File: src/rtl/fetch_unit.sv
// Instruction-fetch stage: owns the PC, issues sequential fetches to instruction
// memory, buffers returned {pc, instr} pairs in a small FIFO and hands them to
// decode over valid/ready. A redirect flushes queued and in-flight work.
module fetch_unit #(
  parameter int unsigned DEPTH    = 2,
  parameter logic [31:0] RESET_PC = 32'h0000_3000
) (
  input  logic        clk,
  input  logic        reset,
  input  logic        redirect,
  input  logic [31:0] redirect_pc,
  output logic        imem_en,
  output logic [31:0] imem_addr,
  input  logic [31:0] imem_rdata,
  output logic        out_valid,
  input  logic        out_ready,
  output logic [31:0] out_pc,
  output logic [31:0] out_instr
);

  localparam int unsigned PTR_W = (DEPTH > 1) ? $clog2(DEPTH) : 1;
  localparam int unsigned CNT_W = $clog2(DEPTH + 1);
  localparam logic [PTR_W-1:0] LAST_PTR  = PTR_W'(DEPTH - 1);
  localparam logic [CNT_W:0]   DEPTH_OCC = (CNT_W + 1)'(DEPTH);

  logic [31:0]      fetch_pc;
  logic             inflight;
  logic [31:0]      inflight_pc;
  logic [63:0]      mem [DEPTH];
  logic [PTR_W-1:0] rd_ptr;
  logic [PTR_W-1:0] wr_ptr;
  logic [CNT_W-1:0] count;

  logic             pop;
  logic             push;
  logic             issue;
  logic [CNT_W:0]   occupancy;

  function automatic logic [PTR_W-1:0] ptr_inc(input logic [PTR_W-1:0] p);
    if (p == LAST_PTR) return '0;
    return p + 1'b1;
  endfunction

  // Handshake and issue decisions; reset gates outputs without waiting for a clock edge
  always_comb begin
    out_valid = ~reset & ~redirect & (count != '0);
    pop       = out_valid & out_ready;
    push      = inflight & ~redirect;
    // Slots that stay committed after this edge: queued + in flight - leaving
    occupancy = {1'b0, count} + {{CNT_W{1'b0}}, inflight} - {{CNT_W{1'b0}}, pop};
    issue     = ~reset & ~redirect & (occupancy < DEPTH_OCC);
    imem_en   = issue;
    imem_addr = fetch_pc;
    out_pc    = mem[rd_ptr][63:32];
    out_instr = mem[rd_ptr][31:0];
  end

  // PC, in-flight tracking and FIFO bookkeeping; redirect overrides everything
  always_ff @(posedge clk or posedge reset) begin
    if (reset) begin
      fetch_pc    <= RESET_PC;
      inflight    <= 1'b0;
      inflight_pc <= '0;
      rd_ptr      <= '0;
      wr_ptr      <= '0;
      count       <= '0;
    end else if (redirect) begin
      fetch_pc <= {redirect_pc[31:2], 2'b00};
      inflight <= 1'b0;
      rd_ptr   <= '0;
      wr_ptr   <= '0;
      count    <= '0;
    end else begin
      inflight <= issue;
      if (issue) begin
        inflight_pc <= fetch_pc;
        fetch_pc    <= fetch_pc + 32'd4;
      end
      if (push) wr_ptr <= ptr_inc(wr_ptr);
      if (pop)  rd_ptr <= ptr_inc(rd_ptr);
      if (push && !pop)      count <= count + 1'b1;
      else if (pop && !push) count <= count - 1'b1;
    end
  end

  // FIFO storage; contents are only meaningful under count, so no reset needed
  always_ff @(posedge clk) begin
    if (push) mem[wr_ptr] <= {inflight_pc, imem_rdata};
  end

endmodule

File: config.mk
export PLATFORM = sky130hd
export DESIGN_NAME = fetch_unit
export DESIGN_NICKNAME = d
export VERILOG_FILES = /design/src/rtl/fetch_unit.sv
export SDC_FILE = /design/constraint.sdc
export NUM_CORES = 1
export LEC_CHECK = 0
export ABC_AREA = 1
export BUFFER_PORTS_ARGS = -buffer_cell sky130_fd_sc_hd__buf_2
export CORE_ASPECT_RATIO = 0.8
export CORE_MARGIN = 2
export CORE_UTILIZATION = 59
export CTS_CLUSTER_DIAMETER = 50
export DETAILED_ROUTE_END_ITERATION = 12
export GPL_TIMING_DRIVEN = 1
export HOLD_SLACK_MARGIN = 0.1
export PLACE_DENSITY = 0.85
export SETUP_SLACK_MARGIN = 0.02
export SLEW_MARGIN = 20
export SYNTH_ARGS = -nofsm -noshare
export SYNTH_HDL_FRONTEND = slang
export SYNTH_SLANG_ARGS = --single-unit
File: constraint.sdc
create_clock -name clk -period 5.95 [get_ports clk]
set_clock_uncertainty 0.1 [all_clocks]
set_input_delay 0.595 -clock clk [delete_from_list [all_inputs] [get_ports clk]]
set_output_delay 0.595 -clock clk [all_outputs]
set_load 0.05 [all_outputs]
==> report_table.html, run 1 <==
<table>
<tr><th>Metric</th><th>Value</th></tr>
<tr><th colspan="2">Layout</th></tr>
<tr><td>Share of layout cells above drive strength 1</td><td>0.2098</td></tr>
<tr><td>Area of the multi-input gates</td><td>between 2000 and 2500 sq um</td></tr>
<tr><td>Layout overhead on the synthesized area</td><td>18.55%</td></tr>
<tr><td>Fill count</td><td>just under 1,000</td></tr>
<tr><td>Total Nets Final</td><td>between 1,000 and 1,500</td></tr>
<tr><td>Final cell count without fillers</td><td>~1,200</td></tr>
<tr><td>Register cell area after layout</td><td>approximately 5400 sq um</td></tr>
<tr><th colspan="2">Floorplanning</th></tr>
<tr><td>Vertical die dimension</td><td>109.6 microns</td></tr>
<tr><td>Core footprint</td><td>between 10,000 and 15,000 sq um</td></tr>
<tr><td>Initial standard-cell utilization of the core</td><td>0.6045</td></tr>
<tr><td>Boundary pin count</td><td>166</td></tr>
<tr><td>Die area</td><td>between 10,000 and 15,000 sq um</td></tr>
<tr><td>Cell row count</td><td>38</td></tr>
<tr><td>Die width</td><td>136.0 microns</td></tr>
<tr><th colspan="2">Clocking</th></tr>
<tr><td>CTS tree</td><td>yes</td></tr>
<tr><td>Level count of the clock H-tree</td><td>4</td></tr>
<tr><td>Clock tree sinks</td><td>~190</td></tr>
<tr><td>Post-CTS setup repair buffer count</td><td>0</td></tr>
<tr><td>Number of gates resized after CTS</td><td>0</td></tr>
<tr><td>Clk_lat worst skew</td><td>approximately 0.42 ns</td></tr>
<tr><td>Number of hold-repair buffers added at the cts stage</td><td>0</td></tr>
<tr><td>Number of CTS-inserted buffers</td><td>17</td></tr>
<tr><td>Clock edge transition at the registers on the reported setup and hold paths</td><td>roughly 0.06 ns</td></tr>
<tr><td>Root Driver</td><td>clkbuf_16</td></tr>
<tr><td>Worst-case clock buffer depth</td><td>2</td></tr>
<tr><th colspan="2">Critical path</th></tr>
<tr><td>CP required</td><td>between 5 and 6 ns</td></tr>
<tr><td>Type of element capturing the critical path</td><td>output pin</td></tr>
<tr><td>Data arrival time of the worst path</td><td>~3.3 ns</td></tr>
<tr><td>Max Fanout on Critical Path</td><td>32</td></tr>
<tr><td>Reg-to-reg slack, setup</td><td>2.51 ns</td></tr>
<tr><td>Kind of critical path</td><td>in -&gt; out</td></tr>
<tr><td>Critical Path Source Type</td><td>input port</td></tr>
<tr><th colspan="2">Placement</th></tr>
<tr><td>Number of I/O port buffers</td><td>around 160</td></tr>
<tr><td>Post-Place Cells</td><td>~1,200</td></tr>
<tr><td>HPWL after DPL</td><td>around 12,000 microns</td></tr>
<tr><td>Final weighted congestion in routability-driven placement</td><td>0.8883</td></tr>
<tr><th colspan="2">Run status</th></tr>
<tr><td>Status</td><td>finished, final reports clean</td></tr>
<tr><th colspan="2">Synthesis</th></tr>
<tr><td>Share of Yosys cell area claimed by the top area cell type</td><td>0.4530</td></tr>
<tr><td>Biggest area consumer among synthesized cells</td><td>edfxtp_1</td></tr>
<tr><td>Synth Area in Simple Gates</td><td>0.2610</td></tr>
<tr><td>Count of flip-flops with a built-in enable after synthesis</td><td>between 100 and 150</td></tr>
<tr><td>Dominant combinational cell family by area after synthesis</td><td>simple AND/OR/NAND/NOR gates</td></tr>
<tr><td>Cells taking the most area after synthesis</td><td>edfxtp_1 45%, dfrtp_1 19%, nand2_1 17%</td></tr>
<tr><td>Cell count after synthesis</td><td>slightly below 900</td></tr>
<tr><td>Seq/Total Area, Yosys</td><td>0.6511</td></tr>
<tr><td>Most instantiated library cell after synthesis</td><td>nand2_1</td></tr>
<tr><td>Fraction of synthesized cell area in xor and xnor cells</td><td>0</td></tr>
<tr><td>Synth unique cells</td><td>25</td></tr>
<tr><td>Post-synthesis instance area</td><td>roughly 8000 sq um</td></tr>
<tr><td>Fraction of registers with async set/reset</td><td>0.3439</td></tr>
<tr><td>Synthesized area per cell</td><td>~9.4 sq um</td></tr>
<tr><td>Yosys reg bits</td><td>around 190</td></tr>
<tr><td>Portion of netlist area occupied by mux cells</td><td>0</td></tr>
<tr><td>Most instantiated flip-flop cell in the synthesis netlist</td><td>edfxtp_1</td></tr>
<tr><td>Number of warnings printed during yosys synthesis</td><td>0</td></tr>
<tr><td>Top cells by instance count after synthesis</td><td>363 x nand2_1, 124 x edfxtp_1, 83 x nor2_1</td></tr>
<tr><td>Compound-cell area share of the yosys netlist</td><td>0.02740</td></tr>
<tr><td>Adder-Cell Fraction of Synth Area</td><td>0.005479</td></tr>
<tr><th colspan="2">Drt</th></tr>
<tr><td>Remaining design rule violation count</td><td>0</td></tr>
<tr><td>Number of vias per cell</td><td>a little over 5</td></tr>
<tr><td>Number of optimization iterations in the first detailed-route pass</td><td>5</td></tr>
<tr><td>Routed len/inst</td><td>approximately 14 microns</td></tr>
<tr><td>Routed vias</td><td>6,298</td></tr>
<tr><td>Antenna Nets Post-Route</td><td>0</td></tr>
<tr><td>Post-Route WL</td><td>between 15,000 and 20,000 microns</td></tr>
<tr><td>Starting DRT DRC Count</td><td>between 500 and 600</td></tr>
<tr><th colspan="2">Global route</th></tr>
<tr><td>Global-route wire length before repair</td><td>28,010 microns</td></tr>
<tr><td>All-Layer GR Usage</td><td>0.2493</td></tr>
<tr><td>Vias in the first global route</td><td>slightly below 6,000</td></tr>
<tr><td>Maximum number of pins on one net before global-route repair</td><td>67</td></tr>
<tr><td>Initial antenna violation count</td><td>1</td></tr>
<tr><td>Global route total overflow</td><td>0</td></tr>
<tr><th colspan="2">STA</th></tr>
<tr><td>Final Critical Period</td><td>slightly below 4 ns</td></tr>
<tr><td>Achievable frequency</td><td>253.3 MHz</td></tr>
<tr><td>Final Hold Viols</td><td>0</td></tr>
<tr><td>RSZ-0062 raised after global routing</td><td>no</td></tr>
<tr><td>Post-route fraction of the period consumed by the critical path</td><td>0.6636</td></tr>
<tr><td>Transition time of the tightest slew-check pin</td><td>1.071 ns</td></tr>
<tr><td>Accumulated negative setup slack</td><td>0 ns</td></tr>
<tr><td>Worst slew slack as a fraction of its limit</td><td>0.2851</td></tr>
<tr><td>Hold Worst Slack</td><td>0.2572 ns</td></tr>
<tr><td>Number of endpoints failing setup at the final stage</td><td>0</td></tr>
<tr><td>Final max-slew violation count</td><td>0</td></tr>
<tr><th colspan="2">Power</th></tr>
<tr><td>Power per cell area</td><td>404.0 nW/um^2</td></tr>
<tr><td>Worst supply voltage drop on vdd</td><td>roughly 0.24 mV</td></tr>
<tr><td>Total leakage power</td><td>around 4.5 nW</td></tr>
<tr><th colspan="2">Worst hold path</th></tr>
<tr><td>Tightest Hold Check Type</td><td>in -&gt; reg</td></tr>
<tr><th colspan="2">Flow run</th></tr>
<tr><td>Max_cap viols</td><td>0</td></tr>
</table>
-- area by class of cell --
class | instances | area share
flip-flops and latches | 189 | 0.5494
multi-input cells | 583 | 0.2510
repair buffers | 165 | 0.08628
clock inverters | 14 | 0.01708
diodes | 1 | 0.0002568
inverters | 75 | 0.02889
clock buffers | 18 | 0.04404
well taps | 180 | 0.02311
-- worst max-delay path, cell delays in order --
cell and delay, ns:
buf_2 0.49, nor2_1 0.15, nand3_1 0.17, inv_1 0.06, ha_1 0.26, or2_2 0.30, fa_1 0.49, inv_1 0.05
nor2_2 0.12, nand2_2 0.21, inv_1 0.09, buf_2 0.26
-- cells by family after synthesis --
| group | count (synthesis) |
|---|---|
| AND/OR/NAND/NOR | 535 |
| flip-flops | 189 |
| buffers and inverters | 109 |
| AO/OA/AOI/OAI | 41 |
| adder cells (fa/ha/maj) | 3 |
| other | 1 |
-- state kept, by name, indices dropped and copies added (netlist names) --
name / flops
mem: 124
imem_addr: 30
inflight_pc: 30
count: 2
inflight: 1
rd_ptr: 1
wr_ptr: 1
-- cells in the final DEF, fill, tap and decap left out, drive strengths merged, types with 3 or more instances in the layout --
| cell | count |
|---|---|
| inv | 79 |
| o21ai | 31 |
| conb | 4 |
| buf | 165 |
| bufinv | 3 |
| nor2 | 96 |
| edfxtp | 124 |
| nand2 | 365 |
| o211ai | 8 |
| dfrtp | 63 |
| clkbuf | 18 |
| clkinv | 5 |
| nand3 | 68 |
-- through the flow --
stage / power (mW) / setup WS, ns / cell area, sq um / util
after global placement: 2.767 / 1.973 / 9148 / 0.6727
after CTS: 3.950 / 1.983 / 9743 / 0.7165
after global routing: 4.138 / 1.762 / 9743 / 0.7165
after floorplan: 2.539 / 1.986 / 8232 / -
after detailed placement: 2.804 / 1.918 / 9148 / 0.6727
final: 3.937 / 2.002 / 9746 / 0.7167
-- where the power goes --
part / total (mW) / leakage (nW) / internal [mW] / switching (mW)
registers: 1.84 / 1.91 / 1.66 / 0.176
logic: 0.959 / 2.29 / 0.231 / 0.728
clock network: 1.14 / 0.287 / 0.663 / 0.479
total: 3.94 / 4.48 / 2.55 / 1.38
-- path summary, 6_finish.rpt --
check                                     start       endpoint  cells past startpoint
worst min-delay path              imem_rdata[0]      mem[1][0]                      1
worst max register to register         count[1]  imem_addr[29]                     14
worst min register to register  inflight_pc[11]     mem[0][43]                      0
max in group asynchronous                 reset         rd_ptr                      3
worst max-delay path                   redirect        imem_en                     12
min in group asynchronous                 reset         rd_ptr                      3
-- routing by layer --
layer,track usage,vias to the layer above,part of all wire
met3,0.06132,26,0.090
met4,0.08408,0,0.015
met5,0,-,0
met2,0.3975,255,0.46
li1,-,3117,-
met1,0.3411,2900,0.44
(Power assumes the default switching activity.)
==> run 2, diff against run 1 <==
Settings changed: CORE_UTILIZATION 59 to 55, PLACE_DENSITY 0.85 to 0.8.
Clock period 5.95 ns to 3.9 ns, I/O delays scaled along.
==> run 2 against run 1 <==
Compared with the run above: via count rose by 3.7%; cell area rose by 4.4%; first-iteration DRC count fell by 34%; non-clock buffer count rose by 41; critical path depth did not move.
==> report_table.html, run 2 (synthesis results as in run 1) <==
<table>
<tr><th>Metric</th><th>Value</th></tr>
<tr><th colspan="2">Power</th></tr>
<tr><td>Total leakage power</td><td>~4.7 nW</td></tr>
<tr><td>Internal power</td><td>slightly below 4 mW</td></tr>
<tr><td>Fraction of power consumed by sequential logic</td><td>0.465</td></tr>
<tr><td>Part of the total power dissipated in combinational logic</td><td>0.251</td></tr>
<tr><td>Power per cell area</td><td>between 500 and 600 nW/um^2</td></tr>
<tr><td>Post-route total power</td><td>between 6 and 7 mW</td></tr>
<tr><td>Net Switching</td><td>2.129 mW</td></tr>
<tr><td>Proportion of power drawn by the clock network</td><td>0.285</td></tr>
<tr><td>Worst supply voltage drop on vdd</td><td>approximately 0.36 mV</td></tr>
<tr><td>Switching Share</td><td>0.3533</td></tr>
<tr><th colspan="2">Clocking</th></tr>
<tr><td>Number of gates resized after CTS</td><td>0</td></tr>
<tr><td>Worst-case clock buffer depth</td><td>2</td></tr>
<tr><td>Root Driver</td><td>clkbuf_16</td></tr>
<tr><td>CTS tree</td><td>yes</td></tr>
<tr><td>Clk_lat worst skew</td><td>between 0.4 and 0.5 ns</td></tr>
<tr><td>Level count of the clock H-tree</td><td>4</td></tr>
<tr><td>Post-CTS setup repair buffer count</td><td>0</td></tr>
<tr><td>Number of hold-repair buffers added at the cts stage</td><td>36</td></tr>
<tr><td>Clock tree sinks</td><td>roughly 190</td></tr>
<tr><td>Clock edge transition at the registers on the reported setup and hold paths</td><td>~0.07 ns</td></tr>
<tr><td>Number of CTS-inserted buffers</td><td>17</td></tr>
<tr><th colspan="2">Floorplanning</th></tr>
<tr><td>Cell row count</td><td>39</td></tr>
<tr><td>Vertical die dimension</td><td>around 110 microns</td></tr>
<tr><td>Boundary pin count</td><td>166</td></tr>
<tr><td>Initial standard-cell utilization of the core</td><td>0.5691</td></tr>
<tr><td>Die width</td><td>between 100 and 150 microns</td></tr>
<tr><td>Die area</td><td>15,950 sq um</td></tr>
<tr><td>Core footprint</td><td>14,440 sq um</td></tr>
<tr><th colspan="2">STA</th></tr>
<tr><td>Final Critical Period</td><td>3.643 ns</td></tr>
<tr><td>Worst slew slack as a fraction of its limit</td><td>0.3943</td></tr>
<tr><td>Achievable frequency</td><td>roughly 270 MHz</td></tr>
<tr><td>Final setup slack of the worst path</td><td>between 0.2 and 0.3 ns</td></tr>
<tr><td>Number of endpoints failing setup at the final stage</td><td>0</td></tr>
<tr><td>Final Hold Viols</td><td>0</td></tr>
<tr><td>Hold Worst Slack</td><td>about 0.11 ns</td></tr>
<tr><td>RSZ-0062 raised after global routing</td><td>no</td></tr>
<tr><td>Transition time of the tightest slew-check pin</td><td>0.9075 ns</td></tr>
<tr><td>Post-route fraction of the period consumed by the critical path</td><td>0.9340</td></tr>
<tr><td>Accumulated negative setup slack</td><td>0 ns</td></tr>
<tr><td>Final max-slew violation count</td><td>0</td></tr>
<tr><th colspan="2">Global route</th></tr>
<tr><td>All-Layer GR Usage</td><td>0.2445</td></tr>
<tr><td>Global route total overflow</td><td>0</td></tr>
<tr><td>Maximum number of pins on one net before global-route repair</td><td>66</td></tr>
<tr><td>Initial antenna violation count</td><td>0</td></tr>
<tr><td>Global-route wire length before repair</td><td>30,250 microns</td></tr>
<tr><td>Vias in the first global route</td><td>6,102</td></tr>
<tr><th colspan="2">Layout</th></tr>
<tr><td>Final cell count without fillers</td><td>between 1,000 and 1,500</td></tr>
<tr><td>Total Nets Final</td><td>about 1,100</td></tr>
<tr><td>Commonest non-fill, non-tap cells in the layout</td><td>363 x nand2_1, 159 x buf_2, 124 x edfxtp_1</td></tr>
<tr><td>Max reg flops</td><td>approximately 120</td></tr>
<tr><td>Number of antenna cells inserted</td><td>0</td></tr>
<tr><td>Fill count</td><td>~1,100</td></tr>
<tr><td>Layout overhead on the synthesized area</td><td>23.71%</td></tr>
<tr><td>Register containing the most flip-flops in the final layout</td><td>mem</td></tr>
<tr><td>Share of layout cells above drive strength 1</td><td>0.2083</td></tr>
<tr><td>Most common cell after layout, fill and taps aside</td><td>nand2_1</td></tr>
<tr><th colspan="2">Run status</th></tr>
<tr><td>Status</td><td>finished, final reports clean</td></tr>
<tr><th colspan="2">Critical path</th></tr>
<tr><td>Reg-to-reg slack, setup</td><td>approximately 0.42 ns</td></tr>
<tr><td>Critical path capture point</td><td>imem_en</td></tr>
<tr><td>CP required</td><td>around 3.4 ns</td></tr>
<tr><td>Register-to-Register Path Depth</td><td>14</td></tr>
<tr><td>Type of element capturing the critical path</td><td>output pin</td></tr>
<tr><td>Kind of critical path</td><td>reg -&gt; out</td></tr>
<tr><td>Critical R2R Capture</td><td>inflight_pc[23]</td></tr>
<tr><td>Critical Path Source Type</td><td>register</td></tr>
<tr><td>Crit path launch</td><td>count[1]</td></tr>
<tr><td>Worst reg2reg path startpoint</td><td>count[1]</td></tr>
<tr><td>Max Fanout on Critical Path</td><td>19</td></tr>
<tr><td>Data arrival time of the worst path</td><td>~3.2 ns</td></tr>
<tr><th colspan="2">Drt</th></tr>
<tr><td>Number of optimization iterations in the first detailed-route pass</td><td>5</td></tr>
<tr><td>Post-Route WL</td><td>between 15,000 and 20,000 microns</td></tr>
<tr><td>Number of vias per cell</td><td>~5.1</td></tr>
<tr><td>Starting DRT DRC Count</td><td>365</td></tr>
<tr><td>Remaining design rule violation count</td><td>0</td></tr>
<tr><td>Antenna Nets Post-Route</td><td>0</td></tr>
<tr><td>Routed len/inst</td><td>roughly 15 microns</td></tr>
<tr><td>Routed vias</td><td>around 6,500</td></tr>
<tr><th colspan="2">Placement</th></tr>
<tr><td>HPWL after DPL</td><td>12,250 microns</td></tr>
<tr><td>Post-placement worst setup slack</td><td>0.4889 ns</td></tr>
<tr><td>Number of I/O port buffers</td><td>159</td></tr>
<tr><td>Post-Place Cells</td><td>1,201</td></tr>
<tr><td>Final weighted congestion in routability-driven placement</td><td>approximately 0.88</td></tr>
<tr><th colspan="2">Flow run</th></tr>
<tr><td>Max_cap viols</td><td>0</td></tr>
<tr><th colspan="2">Worst hold path</th></tr>
<tr><td>Tightest Hold Check Type</td><td>in -&gt; reg</td></tr>
<tr><td>Depth of the worst hold-timing path</td><td>3</td></tr>
</table>
run 2: cell types whose count changed in the layout (fill, tap and decap cells not counted), moves of 2 or more:
| cell | before | now |
|---|---|---|
| buf_12 | 0 | 2 |
| clkinv_1 | 2 | 0 |
| inv_4 | 0 | 2 |
| clkbuf_8 | 0 | 3 |
| dlygate4sd3_1 | 0 | 36 |
| bufinv_16 | 3 | 1 |
| buf_4 | 6 | 9 |
run 2: worst min-delay path by stage:
stage	end	startpoint
global placement	mem[0][43]	inflight_pc[11]
global route	imem_addr[9]	redirect_pc[9]
floorplan	mem[0][34]	inflight_pc[2]
CTS	imem_addr[4]	redirect_pc[4]
finish	imem_addr[4]	redirect_pc[4]
detailed placement	mem[1][39]	inflight_pc[7]
run 2: worst max-delay path, cell delays in order, from the launching register on:
cell,delay (ns)
dfrtp_1,0.42
inv_1,0.14
nand2_1,0.13
nand3_1,0.16
inv_1,0.07
ha_1,0.26
or2_2,0.30
fa_1,0.48
inv_1,0.05
nor2_2,0.13
nand2_2,0.23
inv_1,0.11
buf_2,0.26
run 2: per-layer routing:
metal / routed length (microns) / track usage
met2: 8911 / 0.4016
met4: 218 / 0.06600
met5: 0 / 0
met1: 8244 / 0.3334
met3: 1638 / 0.05628
run 2: per-stage QoR:
stage	utilization	area [sq um]
detailed placement	0.6380	9215
floorplan	-	8232
global route	0.7041	10170
finish	0.7041	10170
CTS	0.7040	10170
global placement	0.6380	9215
run 2: power groups by stage:
| stage | sequential [mW] | combinational [mW] | clock (mW) |
|---|---|---|---|
| floorplan | 2.99 | 0.885 | 0 |
| global placement | 2.81 | 1.43 | 0 |
| detailed placement | 2.83 | 1.47 | 0 |
| CTS | 2.79 | 1.51 | 1.73 |
| global route | 2.84 | 1.65 | 1.82 |
| finish | 2.80 | 1.51 | 1.71 |
run 2: cell type report:
| cell class | count | area [sq um] | area share |
|---|---|---|---|
| Sequential cell | 189 | 5354 | 0.5264 |
| Inverter | 75 | 282.8 | 0.02780 |
| Clock inverter | 10 | 97.59 | 0.009596 |
| Tap cell | 184 | 230.2 | 0.02264 |
| Timing Repair Buffer | 206 | 1264 | 0.1243 |
| Multi-Input combinational cell | 583 | 2446 | 0.2405 |
| Clock buffer | 22 | 495.5 | 0.04872 |
==> run 3, diff against run 2 <==
Settings changed: CORE_UTILIZATION 55 to 57, CTS_BUF_LIST from default to sky130_fd_sc_hd__clkbuf_8, PLACE_DENSITY 0.8 to 0.82.
==> run 3 against run 2 <==
Compared with the run above: die area decreased by 3.4%; non-clock buffer count increased by 10; global-route usage increased by 0.27 points; worst hold slack improved by 0.0044 ns; critical path depth unchanged; sequential power about the same; final cell count increased by 0.79%; first-iteration DRC count increased by 18%; cell area decreased by 1.5%; via count decreased by 0.93%; combinational power about the same; clock power decreased by 35%; critical path type unchanged; highest routed layer unchanged.
==> report_table.html, run 3 (synthesis results as in run 1) <==
<table>
<tr><th>Metric</th><th>Value</th></tr>
<tr><th colspan="2">Power</th></tr>
<tr><td>Power per cell area</td><td>between 500 and 600 nW/um^2</td></tr>
<tr><td>Total leakage power</td><td>around 4.6 nW</td></tr>
<tr><td>Worst supply voltage drop on vdd</td><td>~0.27 mV</td></tr>
<tr><th colspan="2">Critical path</th></tr>
<tr><td>Critical Path Source Type</td><td>register</td></tr>
<tr><td>Kind of critical path</td><td>reg -&gt; out</td></tr>
<tr><td>CP required</td><td>~3.4 ns</td></tr>
<tr><td>Delay of the slowest critical-path stage</td><td>0.48 ns</td></tr>
<tr><td>Ordered list of cells on the worst path</td><td>inv_1 -&gt; nand2_1 -&gt; nand3_1 -&gt; inv_1 -&gt; ha_1 -&gt; or2_2 -&gt; fa_1 -&gt; inv_1 -&gt; nor2_2 -&gt; nand2_2 -&gt; inv_1 -&gt; buf_2</td></tr>
<tr><td>Data arrival time of the worst path</td><td>3.12 ns</td></tr>
<tr><td>Type of element capturing the critical path</td><td>output pin</td></tr>
<tr><td>Gate family responsible for the most delay along the worst path</td><td>simple AND/OR/NAND/NOR gates</td></tr>
<tr><td>Crit-path most repeated cell</td><td>inv_1</td></tr>
<tr><td>Slowest library cell on the worst path</td><td>fa_1</td></tr>
<tr><td>Buffers plus inverters on the worst setup path</td><td>5</td></tr>
<tr><td>Max Fanout on Critical Path</td><td>17</td></tr>
<tr><th colspan="2">Drt</th></tr>
<tr><td>Number of vias per cell</td><td>between 5 and 6</td></tr>
<tr><td>Starting DRT DRC Count</td><td>about 430</td></tr>
<tr><td>Routed vias</td><td>between 6,000 and 7,000</td></tr>
<tr><td>Detailed route wirelength on metal2</td><td>8703 microns</td></tr>
<tr><td>Remaining design rule violation count</td><td>0</td></tr>
<tr><td>Number of optimization iterations in the first detailed-route pass</td><td>5</td></tr>
<tr><td>Top routing layer in use</td><td>met4</td></tr>
<tr><td>Routed len/inst</td><td>~14 microns</td></tr>
<tr><td>Met1 Wirelength</td><td>about 8000 microns</td></tr>
<tr><td>Met3 routed WL</td><td>1337 microns</td></tr>
<tr><td>Antenna Nets Post-Route</td><td>0</td></tr>
<tr><td>Post-Route WL</td><td>18,480 microns</td></tr>
<tr><th colspan="2">Layout</th></tr>
<tr><td>Register containing the most flip-flops in the final layout</td><td>mem</td></tr>
<tr><td>Share of layout cells above drive strength 1</td><td>0.2018</td></tr>
<tr><td>Area of the multi-input gates</td><td>between 2000 and 2500 sq um</td></tr>
<tr><td>Register cell area after layout</td><td>between 5000 and 6000 sq um</td></tr>
<tr><td>Fill count</td><td>around 1,100</td></tr>
<tr><td>Total Nets Final</td><td>about 1,200</td></tr>
<tr><td>Commonest non-fill, non-tap cells in the layout</td><td>363 x nand2_1, 159 x buf_2, 124 x edfxtp_1</td></tr>
<tr><td>Max reg flops</td><td>around 120</td></tr>
<tr><td>Most common cell after layout, fill and taps aside</td><td>nand2_1</td></tr>
<tr><td>Layout overhead on the synthesized area</td><td>21.83%</td></tr>
<tr><td>Number of antenna cells inserted</td><td>0</td></tr>
<tr><th colspan="2">STA</th></tr>
<tr><td>Number of endpoints failing setup at the final stage</td><td>0</td></tr>
<tr><td>RSZ-0062 raised after global routing</td><td>no</td></tr>
<tr><td>Transition time of the tightest slew-check pin</td><td>0.9314 ns</td></tr>
<tr><td>Final max-slew violation count</td><td>0</td></tr>
<tr><td>Achievable frequency</td><td>276.8 MHz</td></tr>
<tr><td>Final Critical Period</td><td>roughly 3.6 ns</td></tr>
<tr><td>Hold Worst Slack</td><td>about 0.11 ns</td></tr>
<tr><td>Final Hold Viols</td><td>0</td></tr>
<tr><td>Worst slew slack as a fraction of its limit</td><td>0.3791</td></tr>
<tr><td>Accumulated negative setup slack</td><td>0 ns</td></tr>
<tr><td>Post-route fraction of the period consumed by the critical path</td><td>0.9263</td></tr>
<tr><th colspan="2">Flow run</th></tr>
<tr><td>Max_cap viols</td><td>0</td></tr>
<tr><th colspan="2">Global route</th></tr>
<tr><td>All-Layer GR Usage</td><td>0.2473</td></tr>
<tr><td>Initial antenna violation count</td><td>0</td></tr>
<tr><td>Maximum number of pins on one net before global-route repair</td><td>66</td></tr>
<tr><td>Global route total overflow</td><td>0</td></tr>
<tr><td>Vias in the first global route</td><td>5,991</td></tr>
<tr><td>Global-route wire length before repair</td><td>29,950 microns</td></tr>
<tr><th colspan="2">Run status</th></tr>
<tr><td>Status</td><td>finished, final reports clean</td></tr>
<tr><th colspan="2">Clocking</th></tr>
<tr><td>Number of CTS-inserted buffers</td><td>17</td></tr>
<tr><td>Level count of the clock H-tree</td><td>4</td></tr>
<tr><td>Worst-case clock buffer depth</td><td>2</td></tr>
<tr><td>Clock tree sinks</td><td>189</td></tr>
<tr><td>Root Driver</td><td>clkbuf_8</td></tr>
<tr><td>Number of gates resized after CTS</td><td>0</td></tr>
<tr><td>Clk_lat worst skew</td><td>around 0.46 ns</td></tr>
<tr><td>Clock edge transition at the registers on the reported setup and hold paths</td><td>~0.080 ns</td></tr>
<tr><td>CTS tree</td><td>yes</td></tr>
<tr><th colspan="2">Floorplanning</th></tr>
<tr><td>Cell row count</td><td>39</td></tr>
<tr><td>Core footprint</td><td>about 14,000 sq um</td></tr>
<tr><td>Boundary pin count</td><td>roughly 170</td></tr>
<tr><td>Die area</td><td>around 15,000 sq um</td></tr>
<tr><td>Vertical die dimension</td><td>111.4 microns</td></tr>
<tr><td>Die width</td><td>around 140 microns</td></tr>
<tr><td>Initial standard-cell utilization of the core</td><td>0.5789</td></tr>
<tr><th colspan="2">Placement</th></tr>
<tr><td>Final weighted congestion in routability-driven placement</td><td>0.9012</td></tr>
<tr><td>Number of I/O port buffers</td><td>approximately 160</td></tr>
<tr><td>HPWL after DPL</td><td>between 10,000 and 15,000 microns</td></tr>
<tr><th colspan="2">Worst hold path</th></tr>
<tr><td>Tightest Hold Check Type</td><td>in -&gt; async</td></tr>
</table>
==> run 3: cell count changes in the layout (fill, tap and decap cells not counted), sizes merged <==
cell         delta
dlygate4sd3    +10
clkbuf          -2
clkinvlp        +2
bufinv          -1
clkinv          +1
==> run 3: worst min-delay path, stage by stage <==
cell and delay [ns]:
buf_2 0.11, inv_2 0.06, buf_4 0.64
==> run 3: timing repair <==
item	4_1_cts	5_1_grt
endpoints found under the hold margin	78	0
buffers inserted	0	0
hold buffers	46	0
==> run 3: worst paths after layout <==
path,start,to,slack (ns),cells after the start
max in group asynchronous,reset,rd_ptr,3.02,3
hold / removal,reset,rd_ptr,0.11,3
setup reg to reg,count[1],inflight_pc[24],0.55,14
hold reg to reg,inflight_pc[4],mem[1][36],0.37,0
setup / recovery,count[1],imem_en,0.29,12
min in group clk,redirect_pc[27],imem_addr[27],0.13,5
==> run 3: layer usage <==
layer	global-route usage	vias to the layer above
met4	0.06190	0
met5	0	-
met3	0.05419	25
met2	0.4046	252
li1	-	3210
met1	0.3439	2980
==> run 3: final cells by class <==
class | instances | share of cell area
Timing Repair Buffer | 216 | 0.1362
Multi-Input combinational cell | 583 | 0.2443
Tap cell | 184 | 0.02299
Clock inverter | 12 | 0.006247
Clock buffer | 20 | 0.02749
Sequential cell | 189 | 0.5346
Inverter | 75 | 0.02824
==> run 3: metrics by stage <==
step / cells / utilization / area [sq um] / total power, mW / setup WS (ns)
3_5_place_dp: 1201 / 0.6490 / 9215 / 4.301 / 0.5734
4_1_cts: 1279 / 0.7052 / 10010 / 5.436 / 0.2638
6_report: 1279 / 0.7053 / 10010 / 5.421 / 0.2875
2_1_floorplan: 881 / - / 8232 / 3.873 / 0.1406
3_3_place_gp: 1201 / 0.6490 / 9215 / 4.235 / 0.6689
5_1_grt: 1279 / 0.7053 / 10010 / 5.701 / 0.08068
==> run 3: where the power goes <==
group | internal, mW | switching [mW] | total, mW
Sequential | 2.53 | 0.265 | 2.79
Combinational | 0.393 | 1.11 | 1.50
Clock | 0.475 | 0.647 | 1.12
